===== config.mk =====
export PLATFORM = sky130hd
export DESIGN_NAME = bin_to_bcd_flat
export DESIGN_NICKNAME = d
export VERILOG_FILES = /design/src/rtl/bin_to_bcd_if.sv /design/src/rtl/bin_to_bcd.sv /design/src/flat_wrapper.sv
export SDC_FILE = /design/constraint.sdc
export NUM_CORES = 1
export LEC_CHECK = 0
export ABC_AREA = 1
export BUFFER_PORTS_ARGS = -buffer_cell sky130_fd_sc_hd__buf_2
export CAP_MARGIN = 10
export CORE_MARGIN = 1.5
export CORE_UTILIZATION = 57
export DETAILED_ROUTE_END_ITERATION = 10
export PLACE_DENSITY = 0.79
export SLEW_MARGIN = 30
export SYNTH_ARGS = -nofsm -noshare
export SYNTH_HDL_FRONTEND = slang
export SYNTH_SLANG_ARGS = --single-unit
export TNS_END_PERCENT = 50

===== constraint.sdc =====
create_clock -name clk -period 2.92 [get_ports clk]
set_input_delay 0.438 -clock clk [delete_from_list [all_inputs] [get_ports clk]]
set_output_delay 0.438 -clock clk [all_outputs]
set_load 0.01 [all_outputs]

===== src/rtl/bin_to_bcd_if.sv =====
// ============================================================================
// bin_to_bcd_if : operand/result handshake bundle for the binary-to-BCD block
// Rev 1.0
// ============================================================================
`default_nettype none

interface bin_to_bcd_if #(
  parameter int BIN_W  = 16,
  parameter int DIGITS = 5
) ();
  logic                  in_valid;
  logic                  in_ready;
  logic [BIN_W-1:0]      in_data;
  logic                  out_valid;
  logic                  out_ready;
  logic [4*DIGITS-1:0]   out_bcd;
  logic [DIGITS-1:0]     out_blank;

  modport master (
    output in_valid, in_data, out_ready,
    input  in_ready, out_valid, out_bcd, out_blank
  );

  modport slave (
    input  in_valid, in_data, out_ready,
    output in_ready, out_valid, out_bcd, out_blank
  );
endinterface

`default_nettype wire


===== src/rtl/bin_to_bcd.sv =====
// ============================================================================
// bin_to_bcd : sequential double-dabble binary-to-BCD converter with
//              leading-zero blanking flags. Rev 1.0
// ============================================================================
`default_nettype none

module bin_to_bcd #(
  parameter int BIN_W  = 16,
  parameter int DIGITS = 5
) (
  input  wire logic     clk,
  input  wire logic     rst,
  bin_to_bcd_if.slave   bus
);

  localparam int CNT_W = $clog2(BIN_W + 1);
  localparam logic [DIGITS-1:0] BLANK_RST = {DIGITS{1'b1}} << 1;

  function automatic bit digits_sufficient(input int bin_w, input int digits);
    logic [127:0] pow10;
    pow10 = 128'd1;
    for (int i = 0; i < digits; i++) pow10 = pow10 * 128'd10;
    return pow10 > ((128'd1 << bin_w) - 128'd1);
  endfunction

  if (!digits_sufficient(BIN_W, DIGITS)) begin : g_digit_check
    $error("bin_to_bcd: DIGITS too small to represent 2^BIN_W-1");
  end

  typedef enum logic [1:0] {
    IDLE    = 2'd0,
    CONVERT = 2'd1,
    DONE    = 2'd2
  } state_t;

  state_t                r_state;
  logic [BIN_W-1:0]      r_shift;
  logic [4*DIGITS-1:0]   r_work;
  logic [CNT_W-1:0]      r_cnt;
  logic                  r_in_ready;
  logic                  r_out_valid;
  logic [4*DIGITS-1:0]   r_bcd;
  logic [DIGITS-1:0]     r_blank;

  logic [4*DIGITS-1:0]   w_adj;
  logic [4*DIGITS-1:0]   w_next;
  logic [DIGITS-1:0]     w_zero;
  logic [DIGITS-1:0]     w_blank;

  for (genvar i = 0; i < DIGITS; i++) begin : g_digit
    assign w_adj[4*i +: 4] = (r_work[4*i +: 4] >= 4'd5) ? r_work[4*i +: 4] + 4'd3
                                                        : r_work[4*i +: 4];
    assign w_zero[i] = (w_next[4*i +: 4] == 4'd0);
  end

  // Top adjusted bit falls off the shift; it is always zero for a legal DIGITS.
  assign w_next = (w_adj << 1) | {{(4*DIGITS-1){1'b0}}, r_shift[BIN_W-1]};

  assign w_blank[0] = 1'b0;
  for (genvar i = 1; i < DIGITS; i++) begin : g_blank
    assign w_blank[i] = &w_zero[DIGITS-1:i];
  end

  always_ff @(posedge clk or posedge rst) begin
    if (rst) begin
      r_state     <= IDLE;
      r_shift     <= '0;
      r_work      <= '0;
      r_cnt       <= '0;
      r_in_ready  <= 1'b1;
      r_out_valid <= 1'b0;
      r_bcd       <= '0;
      r_blank     <= BLANK_RST;
    end else begin
      case (r_state)
        IDLE: begin
          if (bus.in_valid) begin
            r_shift    <= bus.in_data;
            r_work     <= '0;
            r_cnt      <= CNT_W'(BIN_W);
            r_in_ready <= 1'b0;
            r_state    <= CONVERT;
          end
        end
        CONVERT: begin
          r_work  <= w_next;
          r_shift <= r_shift << 1;
          r_cnt   <= r_cnt - CNT_W'(1);
          if (r_cnt == CNT_W'(1)) begin
            r_bcd       <= w_next;
            r_blank     <= w_blank;
            r_out_valid <= 1'b1;
            r_state     <= DONE;
          end
        end
        DONE: begin
          if (bus.out_ready) begin
            r_out_valid <= 1'b0;
            r_in_ready  <= 1'b1;
            r_state     <= IDLE;
          end
        end
        default: begin
          r_out_valid <= 1'b0;
          r_in_ready  <= 1'b1;
          r_state     <= IDLE;
        end
      endcase
    end
  end

  assign bus.in_ready  = r_in_ready;
  assign bus.out_valid = r_out_valid;
  assign bus.out_bcd   = r_bcd;
  assign bus.out_blank = r_blank;

endmodule

`default_nettype wire

===== src/flat_wrapper.sv =====
// flat-port wrapper written by rule: the top's interface ports become plain ports
module bin_to_bcd_flat 
#(
  parameter int BIN_W  = 16,
  parameter int DIGITS = 5
)
  (clk, rst, bus_in_valid, bus_in_data, bus_out_ready, bus_in_ready, bus_out_valid, bus_out_bcd, bus_out_blank);
  bin_to_bcd_if #(.BIN_W(BIN_W), .DIGITS(DIGITS)) bus_i ();
  input  wire logic clk;
  input  wire logic rst;
  input wire logic [$bits(bus_i.in_valid)-1:0] bus_in_valid;
  input wire logic [$bits(bus_i.in_data)-1:0] bus_in_data;
  input wire logic [$bits(bus_i.out_ready)-1:0] bus_out_ready;
  output wire logic [$bits(bus_i.in_ready)-1:0] bus_in_ready;
  output wire logic [$bits(bus_i.out_valid)-1:0] bus_out_valid;
  output wire logic [$bits(bus_i.out_bcd)-1:0] bus_out_bcd;
  output wire logic [$bits(bus_i.out_blank)-1:0] bus_out_blank;
  assign bus_i.in_valid = bus_in_valid;
  assign bus_i.in_data = bus_in_data;
  assign bus_i.out_ready = bus_out_ready;
  assign bus_in_ready = bus_i.in_ready;
  assign bus_out_valid = bus_i.out_valid;
  assign bus_out_bcd = bus_i.out_bcd;
  assign bus_out_blank = bus_i.out_blank;
  bin_to_bcd #(.BIN_W(BIN_W), .DIGITS(DIGITS)) u_core (.clk(clk), .rst(rst), .bus(bus_i));
endmodule

=== Word-level counts from Yosys, hierarchy flattened ===
Index checks and enable logic that the tools add are counted.

* $lt $le $gt $ge: 5
* Reductions and logical operators: 14
* Bitwise operators: 3
* Equality and inequality tests: 6
* $add $sub $neg: 6
* Muxes and demuxes: 21

{| class="wikitable"
|+ Operators by type and width
! cell !! count
|-
| case mux 20 bit (2 select lines) || 1
|-
| case mux 16 bit (2 select lines) || 1
|-
| greater-or-equal comparator 4 x 3 -> 1 bit (second input constant) || 5
|-
| two-way mux 20 bit || 1
|-
| bitwise OR 20 x 1 -> 20 bit || 1
|-
| adder 4 x 2 -> 4 bit (second input constant) || 4
|-
| zero test 4 bit || 4
|-
| two-way mux 16 bit || 1
|-
| two-way mux 4 bit || 4
|-
| AND reduction 3 bit || 4
|-
| case mux 5 bit (2 select lines) || 1
|-
| two-way mux 2 bit || 3
|-
| case mux 1 bit (3 select lines) || 2
|-
| case mux 2 bit (3 select lines) || 1
|-
| AND reduction 2 bit || 3
|-
| == test 5 x 1 -> 1 bit (second input constant) || 1
|-
| two-way mux 5 bit || 1
|-
| subtractor 5 x 1 -> 5 bit (second input constant) || 1
|-
| two-way mux 1 bit || 4
|-
| != test 2 bit (second input constant) || 2
|-
| AND reduction 4 bit || 1
|-
| adder 3 x 2 -> 3 bit (second input constant) || 1
|-
| two-way mux 3 bit || 1
|-
| == test 2 x 1 -> 1 bit (second input constant) || 1
|-
| other kinds (5) || 6
|}

* Output and inout port bits: 27
* Input bits: 20
* Register bits: 69
* Logic and storage cells: 63

=== Logic depth before layout (Yosys ltp) ===
Gate-level depths: netlist (run 1).

* Word-level depth: 5
* Depth in mapped cells: 12
* Mapped depth without buffers: 12

=== Worst setup path after synthesis (run 1) ===
OpenSTA, ideal clock, no wires.

* Path type: register to register
* From: reg u_core.r_cnt[1]
* To: reg u_core.r_bcd[12], in the netlist u_core.bus.out_bcd[12]
* Path buffers: 2
* Stages on the path, launching flop included: 10
* Setup slack: 1517 ps
* Period minus slack after synthesis: 1403 ps
* Arrival time: 1287 ps
* Library setup time: 117 ps
* Required time: 2803 ps
* Cell sequence: dfrtp_1 -> inv_1 -> ha_1 -> inv_1 -> nor2_1 -> nand3_2 -> buf_2 -> buf_2 -> nand2_1 -> nand2_1

* Word-level cells in the longest chain between the ends: 2

{| class="wikitable"
|+ Ends and longest elaborated chain
! element !! line !! text
|-
| start: declaration || bin_to_bcd.sv:39 || <nowiki>logic [CNT_W-1:0] r_cnt;</nowiki>
|-
| start signal: assignment || bin_to_bcd.sv:80 || <nowiki>r_cnt <= CNT_W'(BIN_W);</nowiki>
|-
| start signal: assignment || bin_to_bcd.sv:88 || <nowiki>r_cnt <= r_cnt - CNT_W'(1);</nowiki>
|-
| == test 5 x 1 -> 1 bit || bin_to_bcd.sv:89 || <nowiki>if (r_cnt == CNT_W'(1)) begin</nowiki>
|-
| AND reduction 2 bit (no line) || n/a ||
|-
| end signal: assignment || bin_to_bcd.sv:90 || <nowiki>r_bcd <= w_next;</nowiki>
|-
| end: declaration || bin_to_bcd.sv:42 || <nowiki>logic [4*DIGITS-1:0] r_bcd;</nowiki>
|}

Every way passes these cells.
A chain may end at the register's enable or synchronous reset.

=== Worst setup path after layout (run 1) ===
* From: reg u_core.r_state[1]
* To: reg u_core.r_blank[2], in the netlist u_core.bus.out_blank[2]

* Word-level cells in the longest chain between the ends: 2

{| class="wikitable"
|+ Ends and longest elaborated chain
! element !! line !! text
|-
| start: declaration || bin_to_bcd.sv:36 || <nowiki>state_t r_state;</nowiki>
|-
| start signal: assignment || bin_to_bcd.sv:66 || <nowiki>r_state <= IDLE;</nowiki>
|-
| start signal: assignment || bin_to_bcd.sv:82 || <nowiki>r_state <= CONVERT;</nowiki>
|-
| start signal: assignment || bin_to_bcd.sv:93 || <nowiki>r_state <= DONE;</nowiki>
|-
| == test 2 x 1 -> 1 bit || bin_to_bcd.sv:75 || <nowiki>case (r_state)</nowiki>
|-
| AND reduction 2 bit (no line) || n/a ||
|-
| end signal: assignment || bin_to_bcd.sv:91 || <nowiki>r_blank <= w_blank;</nowiki>
|-
| end: declaration || bin_to_bcd.sv:43 || <nowiki>logic [DIGITS-1:0] r_blank;</nowiki>
|}

Every way passes these cells.

==> results.txt, run 1 <==
result of the run - finished, final reports clean
Antenna Diode Count - 0
Hold Crit Class - input pin to asynchronous set/reset pin
vias - 2,707
combined area of all synthesized cells - 3380 um^2
Setup Viol. Count Final - 0
EDFF count, synth - 0
simple-gate share of the synthesized area - 25.7%
fraction of the mapped netlist area in compound gates - 11.3%
Overflow after GRT - 0
half-perimeter wire length after placement - 4650 um
number of cells produced by synthesis - 389
highest clock frequency the design can meet - 533 MHz
required time at the endpoint of the critical path - 3.20 ns
Final Cell Area - 3810 um^2
clock latency reported for the late side of the worst-skew pair - 0.34 ns
first-pass GRT wire length - 10,900 um
VDD IR max - 0.697 mV
max-capacitance violation count - 0
width of the chip - 80.0 um
leakage power - 2.02 nW
main combinational cell family by area after synthesis - simple AND/OR/NAND/NOR gates
RSZ-0062 raised after global routing - no
count of nets left with antenna violations after detail routing - 0
worst-case headroom to the max-slew limit - 48.6%
setup slack of the worst register-to-register path - 1.04 ns
count of cell types in the netlist - 33
area enclosed by the die boundary - 6400 um^2
final weighted congestion in routability-driven placement - 0.807
share of cells above drive strength 1 - 21.2%
count of endpoints failing hold in the final timing report - 0
initial core utilization - 60.2%
maximum number of pins on one net before global-route repair - 47
maximum buffer depth of the clock tree - 2
number of sinks on the clock net - 69
fraction of power consumed by combinational cells - 48.1%
net count after synthesis - 421
iteration count of the initial detailed-routing pass - 4
#FFs+latches synth - 69
sum of negative setup slack - 0 ns
area growth from synthesis to final layout - 12.8%
post-route minimum period - 1.88 ns
Power Dens Cells - 1170 nW/um^2
number of global-route vias before repair - 2,429
die outline height - 80.0 um
number of gates resized after cts - 0
DRC - 0
internal power of the cells - 2.51 mW
crit-path max FO - 24
share of synthesized cell area in full adder, half adder and majority cells - 4.44%
Crit Path Class - flip-flop to flip-flop
type of element launching the critical path - flip-flop
async set-or-reset flop fraction in the synthesized netlist - 100%
Filler Cells Inserted - 502
proportion of synthesized chip area in sequential cells - 51.3%
IO buf count - 45
total wire length after detailed routing - 6630 um
I/O pins - 47
routed wire length per instance - 13.0 um
antenna violations before repair - 0
leading area contributor after synthesis - sky130_fd_sc_hd__dfrtp_1
cell types occupying the most area after synthesis - sky130_fd_sc_hd__dfrtp_1, sky130_fd_sc_hd__nand2_1, sky130_fd_sc_hd__ha_1
Detailed Route Iter0 Violations - 168
core area - 5610 um^2
reported net switching power - 1.96 mW
cts-stage hold buffer count - 0
final-stage net count - 468
share of Yosys cell area claimed by the top area cell type - 47.4%
share of total power in sequential cells - 36.8%
primary flip-flop cell chosen by synthesis mapping - sky130_fd_sc_hd__dfrtp_1
power share of the clock group - 15.1%
CTS buffer count - 9
area of placed instances - 3640 um^2
fraction of power spent switching nets - 43.9%
arrival time of the worst setup path - 2.16 ns
post-route clock period utilization - 64.2%
slew at the pin with the worst max-slew slack - 0.770 ns
mux contribution to synthesized area - 0.296%
number of max-slew violations in the final report - 0
clock tree root driver cell - sky130_fd_sc_hd__clkbuf_8
Post-CTS Setup Bufs - 0
Layout Skew - 0.00366 ns
site row count - 27
synth warn - 0
via density per instance - 5.30
Total GRT Usage - 22.4%
clock tree from TritonCTS - built
Reg clk slew, reported paths - 0.07 ns
fraction of synthesized cell area in xor and xnor cells - 0.259%
Synth Area per Inst - 8.68 um^2
H-tree depth - 3
CP Capture Type - flip-flop
[worst paths after layout]
| check | start | to | cells past startpoint |
|---|---|---|---|
| min in group clk | bus_in_data[12] | u_core.r_shift[12]$_DFFE_PP0P_ | 3 |
| max in group asynchronous | rst | u_core.bus.out_blank[2]$_DFFE_PP1P_ | 3 |
| setup / recovery | u_core.r_state[1]$_DFFE_PP0P_ | u_core.bus.out_blank[2]$_DFFE_PP1P_ | 7 |
| hold reg to reg | u_core.bus.out_bcd[8]$_DFFE_PP0P_ | u_core.bus.out_bcd[8]$_DFFE_PP0P_ | 2 |
| setup reg to reg | u_core.r_state[1]$_DFFE_PP0P_ | u_core.bus.out_blank[2]$_DFFE_PP1P_ | 7 |
| hold / removal | rst | u_core.bus.out_bcd[4]$_DFFE_PP0P_ | 2 |
[worst max-delay path, cell delays in order (launching register included)]
cell and delay [ns]:
sky130_fd_sc_hd__dfrtp_1 0.45, sky130_fd_sc_hd__nor2_8 0.37, sky130_fd_sc_hd__nand3_2 0.40, sky130_fd_sc_hd__nor2_2 0.23
sky130_fd_sc_hd__nand2_1 0.09, sky130_fd_sc_hd__nor2_2 0.12, sky130_fd_sc_hd__nand3_1 0.09, sky130_fd_sc_hd__nand2_1 0.08
[area by class of cell]
cell class                      count  area [um^2]  area share (%)
Inverter                           39          153            4.01
Clock inverter                      2         10.0           0.263
Timing Repair Buffer               48          248            6.50
Multi-Input combinational cell    269         1420            37.3
Tap cell                           72         90.1            2.36
Sequential cell                    69         1730            45.5
Clock buffer                       12          155            4.07
[per-stage QoR]
step | hold slack, ns | util (%) | cells | power, mW | setup slack [ns]
2_1_floorplan | 0.450 | - | 389 | 3.30 | 0.750
5_1_grt | 0.277 | 67.9 | 511 | 4.86 | 0.812
4_1_cts | 0.294 | 67.9 | 511 | 4.50 | 1.01
3_5_place_dp | 0.464 | 65.0 | 497 | 3.81 | 1.03
3_3_place_gp | 0.460 | 65.0 | 497 | 3.71 | 1.08
6_report | 0.216 | 67.9 | 511 | 4.48 | 1.04
[power by group through the flow]
stage	clock (mW)	sequential, mW	combinational (mW)
floorplan	0	1.68	1.62
global placement	0	1.65	2.07
detailed placement	0	1.66	2.15
CTS	0.695	1.65	2.16
global route	0.729	1.70	2.43
finish	0.674	1.65	2.15
[state kept, by name (all words and copies together), names as in the netlist]
name / cells
u_core.r_cnt: 5
u_core.bus.out_blank: 4
u_core.r_shift: 16
u_core.r_state: 2
u_core.r_work: 20
u_core.bus.in_ready: 1
u_core.bus.out_bcd: 20
u_core.bus.out_valid: 1
[cell usage after synthesis, types with 4 or more instances]
cell type / n
sky130_fd_sc_hd__nand2_1: 140
sky130_fd_sc_hd__dfrtp_1: 64
sky130_fd_sc_hd__inv_1: 34
sky130_fd_sc_hd__nand3_1: 30
sky130_fd_sc_hd__o21ai_0: 29
sky130_fd_sc_hd__ha_1: 12
sky130_fd_sc_hd__nor2_1: 12
sky130_fd_sc_hd__o22ai_2: 10
sky130_fd_sc_hd__nand4_1: 7
sky130_fd_sc_hd__o22ai_1: 6
sky130_fd_sc_hd__dfstp_2: 5
sky130_fd_sc_hd__a21oi_1: 4
sky130_fd_sc_hd__buf_2: 4
sky130_fd_sc_hd__clkbuf_1: 4
[kinds of logic after synthesis]
family                     Yosys count
DFF                                 69
muxes                                1
AOI/OAI and AO/OA                   55
buffers and inverters               51
xor gates and xnor gates             1
other                                1
and+or+nand+nor                    199
adders and majority gates           12
[metal layers]
metal / track usage, % / vias up / share of wire [%]
li1: - / 1353 / -
met1: 29.5 / 1273 / 46
met2: 35.0 / 67 / 48
met3: 4.57 / 14 / 4.5
met4: 11.0 / 0 / 2.2
met5: 0 / - / 0
[layout by cell type (no fill, tap or decap)]
cell type / n
sky130_fd_sc_hd__or2_2: 1
sky130_fd_sc_hd__nand3_4: 1
sky130_fd_sc_hd__nor2_1: 12
sky130_fd_sc_hd__o21ai_0: 29
sky130_fd_sc_hd__o211ai_2: 1
sky130_fd_sc_hd__o22ai_2: 10
sky130_fd_sc_hd__nand3_1: 30
sky130_fd_sc_hd__o21ai_1: 1
sky130_fd_sc_hd__nor2_2: 2
sky130_fd_sc_hd__inv_2: 3
sky130_fd_sc_hd__or2_1: 1
sky130_fd_sc_hd__o22ai_1: 6
sky130_fd_sc_hd__nor3_1: 1
sky130_fd_sc_hd__nand3_2: 1
sky130_fd_sc_hd__clkbuf_8: 11
sky130_fd_sc_hd__nor2_8: 2
sky130_fd_sc_hd__a22o_1: 1
sky130_fd_sc_hd__mux2i_1: 1
sky130_fd_sc_hd__nor4_1: 1
sky130_fd_sc_hd__conb_1: 1
sky130_fd_sc_hd__clkbuf_1: 1
sky130_fd_sc_hd__ha_1: 12
sky130_fd_sc_hd__xor2_1: 1
sky130_fd_sc_hd__dfrtp_1: 64
sky130_fd_sc_hd__nand4_1: 7
sky130_fd_sc_hd__a21oi_1: 4
sky130_fd_sc_hd__o21ai_2: 3
sky130_fd_sc_hd__buf_2: 45
sky130_fd_sc_hd__inv_1: 33
sky130_fd_sc_hd__nand2_1: 140
sky130_fd_sc_hd__inv_4: 2
sky130_fd_sc_hd__dfstp_2: 5
sky130_fd_sc_hd__clkinv_2: 3
sky130_fd_sc_hd__buf_4: 3
Power figures use the tool's default switching activity.
==> run 2, diff against run 1 <==
Clock period 2.92 ns to 1.82 ns, I/O delays scaled along.
==> results.txt, run 2 (synthesized netlist as in run 1, its figures left out) <==
half-perimeter wire length after placement - 4980 um (was 4650 um)
width of the chip - 80.0 um (unchanged)
Reg clk slew, reported paths - 0.08 ns (was 0.07 ns)
most frequent standard cell in the layout excluding fill and tap cells - sky130_fd_sc_hd__nand2_1 (unchanged)
result of the run - finished, final reports clean (unchanged)
site row count - 27 (unchanged)
RSZ-0062 raised after global routing - no (unchanged)
area enclosed by the die boundary - 6400 um^2 (unchanged)
number of sinks on the clock net - 69 (unchanged)
DRC - 0 (unchanged)
final-stage net count - 473 (was 468)
VDD IR max - 1.40 mV (was 0.697 mV)
arrival time of the worst setup path - 1.90 ns (was 2.16 ns)
maximum buffer depth of the clock tree - 2 (unchanged)
vias - 2,789 (was 2,707)
number of global-route vias before repair - 2,734 (was 2,429)
die outline height - 80.0 um (unchanged)
worst slack, placed - 0.245 ns (was 1.03 ns)
clock latency reported for the late side of the worst-skew pair - 0.34 ns (about the same)
Filler Cells Inserted - 459 (was 502)
post-route minimum period - 1.61 ns (was 1.88 ns)
Total GRT Usage - 24.3% (was 22.4%)
CTS buffer count - 9 (unchanged)
IO buf count - 45 (unchanged)
via density per instance - 5.38 (was 5.30)
setup slack of the worst register-to-register path - 0.21 ns (was 1.04 ns)
required time at the endpoint of the critical path - 2.10 ns (was 3.20 ns)
antenna violations before repair - 0 (unchanged)
highest clock frequency the design can meet - 621 MHz (was 533 MHz)
Power Dens Cells - 1950 nW/um^2 (was 1170 nW/um^2)
maximum number of pins on one net before global-route repair - 43 (was 47)
RR Startpoint - u_core.r_work[4]$_DFFE_PP0P_ (was u_core.r_state[1]$_DFFE_PP0P_)
Final WS setup - 0.210 ns (was 1.04 ns)
Crit Reg-Reg Endpoint - u_core.bus.out_blank[1]$_DFFE_PP1P_ (was u_core.bus.out_blank[2]$_DFFE_PP1P_)
crit-path max FO - 5 (was 24)
Antenna Diode Count - 0 (unchanged)
final weighted congestion in routability-driven placement - 0.796 (was 0.807)
slew at the pin with the worst max-slew slack - 0.533 ns (was 0.770 ns)
iteration count of the initial detailed-routing pass - 4 (unchanged)
Setup Viol. Count Final - 0 (unchanged)
total wire length after detailed routing - 6990 um (was 6630 um)
total chip power - 7.66 mW (was 4.48 mW)
count of nets left with antenna violations after detail routing - 0 (unchanged)
clock tree from TritonCTS - built (unchanged)
max-capacitance violation count - 0 (unchanged)
leakage power - 2.07 nW (was 2.02 nW)
cell count after placement - 502 (was 497)
share of cells above drive strength 1 - 22.9% (was 21.2%)
area growth from synthesis to final layout - 16.1% (was 12.8%)
H-tree depth - 3 (unchanged)
CP Capture Type - flip-flop (unchanged)
number of max-slew violations in the final report - 0 (unchanged)
cts-stage hold buffer count - 0 (unchanged)
I/O pins - 47 (unchanged)
count of endpoints failing hold in the final timing report - 0 (unchanged)
type of element launching the critical path - flip-flop (unchanged)
post-route clock period utilization - 88.5% (was 64.2%)
final std cells w/o fill - 518 (was 511)
first-pass GRT wire length - 11,800 um (was 10,900 um)
Layout Skew - 0.00813 ns (was 0.00366 ns)
Crit Path Class - flip-flop to flip-flop (unchanged)
routed wire length per instance - 13.5 um (was 13.0 um)
initial core utilization - 60.2% (unchanged)
Detailed Route Iter0 Violations - 173 (was 168)
Overflow after GRT - 0 (unchanged)
worst-case headroom to the max-slew limit - 64.5% (was 48.6%)
most frequent cells in the layout - sky130_fd_sc_hd__nand2_1, sky130_fd_sc_hd__dfrtp_1, sky130_fd_sc_hd__buf_2 (unchanged)
core area - 5610 um^2 (unchanged)
Hold Crit Class - input pin to asynchronous set/reset pin (unchanged)
Register-to-Register Path Depth - 11 (was 7)
Util after Layout - 70.0% (was 67.9%)
sum of negative setup slack - 0 ns (unchanged)
clock tree root driver cell - sky130_fd_sc_hd__clkbuf_8 (unchanged)
## run 2: cell count changes in the layout (fill, tap and decap cells not counted), sizes merged
cell and delta:
clkbuf -2, bufinv +2, clkinvlp +2, buf +5
## run 2: how the worst max path moves through the flow
stage | startpoint | end | slack (ns)
final | u_core.r_work[4]$_DFFE_PP0P_ | u_core.bus.out_blank[1]$_DFFE_PP1P_ | 0.21
after global routing | u_core.r_work[8]$_DFFE_PP0P_ | u_core.bus.out_blank[1]$_DFFE_PP1P_ | 0.02
after CTS | u_core.r_work[12]$_DFFE_PP0P_ | u_core.bus.out_blank[1]$_DFFE_PP1P_ | 0.22
after detailed placement | u_core.r_work[4]$_DFFE_PP0P_ | u_core.bus.out_blank[1]$_DFFE_PP1P_ | 0.24
after global placement | u_core.r_cnt[1]$_DFFE_PP0P_ | u_core.bus.out_blank[1]$_DFFE_PP1P_ | 0.28
after floorplan | u_core.r_cnt[1]$_DFFE_PP0P_ | u_core.bus.out_bcd[12]$_DFFE_PP0P_ | 0.42
## run 2: repair_timing
item,CTS,global route
resized for setup,0,1
buffers inserted,0,0
setup endpoints to repair,0,1
## run 2: cell type report
cell class,count,area [um^2],area share [%]
sequential,69,1730,44.2
multi-input combinational,269,1420,36.3
inverter,39,155,3.95
timing repair buffer,53,298,7.59
clock buffer,10,138,3.51
clock inverter,6,86.3,2.20
tap,72,90.1,2.30
## run 2: report_power, final
group	switching (mW)	leakage, nW	internal (mW)
Combinational	2.29	1.10	1.35
Clock	0.580	0.112	0.806
Sequential	0.400	0.848	2.24
Total	3.27	2.07	4.39
## run 2: metal layers
metal | global-route usage, % | vias to the layer above | wire [um]
li1 | - | 1359 | -
met4 | 11.0 | 0 | 141
met3 | 5.60 | 17 | 305
met2 | 40.8 | 79 | 3480
met1 | 29.5 | 1334 | 3070
met5 | 0 | - | 0
## run 2: metrics by stage
stage,hold slack [ns],area (um^2)
6_report,0.0106,3920
5_1_grt,0.0390,3920
4_1_cts,0.0127,3920
3_5_place_dp,0.382,3700
3_3_place_gp,0.383,3700
2_1_floorplan,0.406,3380
## run 2: critical path, stage by stage (launching register included)
cell and delay [ns]:
sky130_fd_sc_hd__dfrtp_1 0.39, sky130_fd_sc_hd__inv_1 0.10, sky130_fd_sc_hd__ha_1 0.21, sky130_fd_sc_hd__inv_1 0.05, sky130_fd_sc_hd__nand2_1 0.10, sky130_fd_sc_hd__nand3_1 0.12
sky130_fd_sc_hd__nand2_1 0.06, sky130_fd_sc_hd__nand2_1 0.13, sky130_fd_sc_hd__nand2_1 0.08, sky130_fd_sc_hd__nor2_1 0.14, sky130_fd_sc_hd__nand4_1 0.11, sky130_fd_sc_hd__nand2_1 0.07
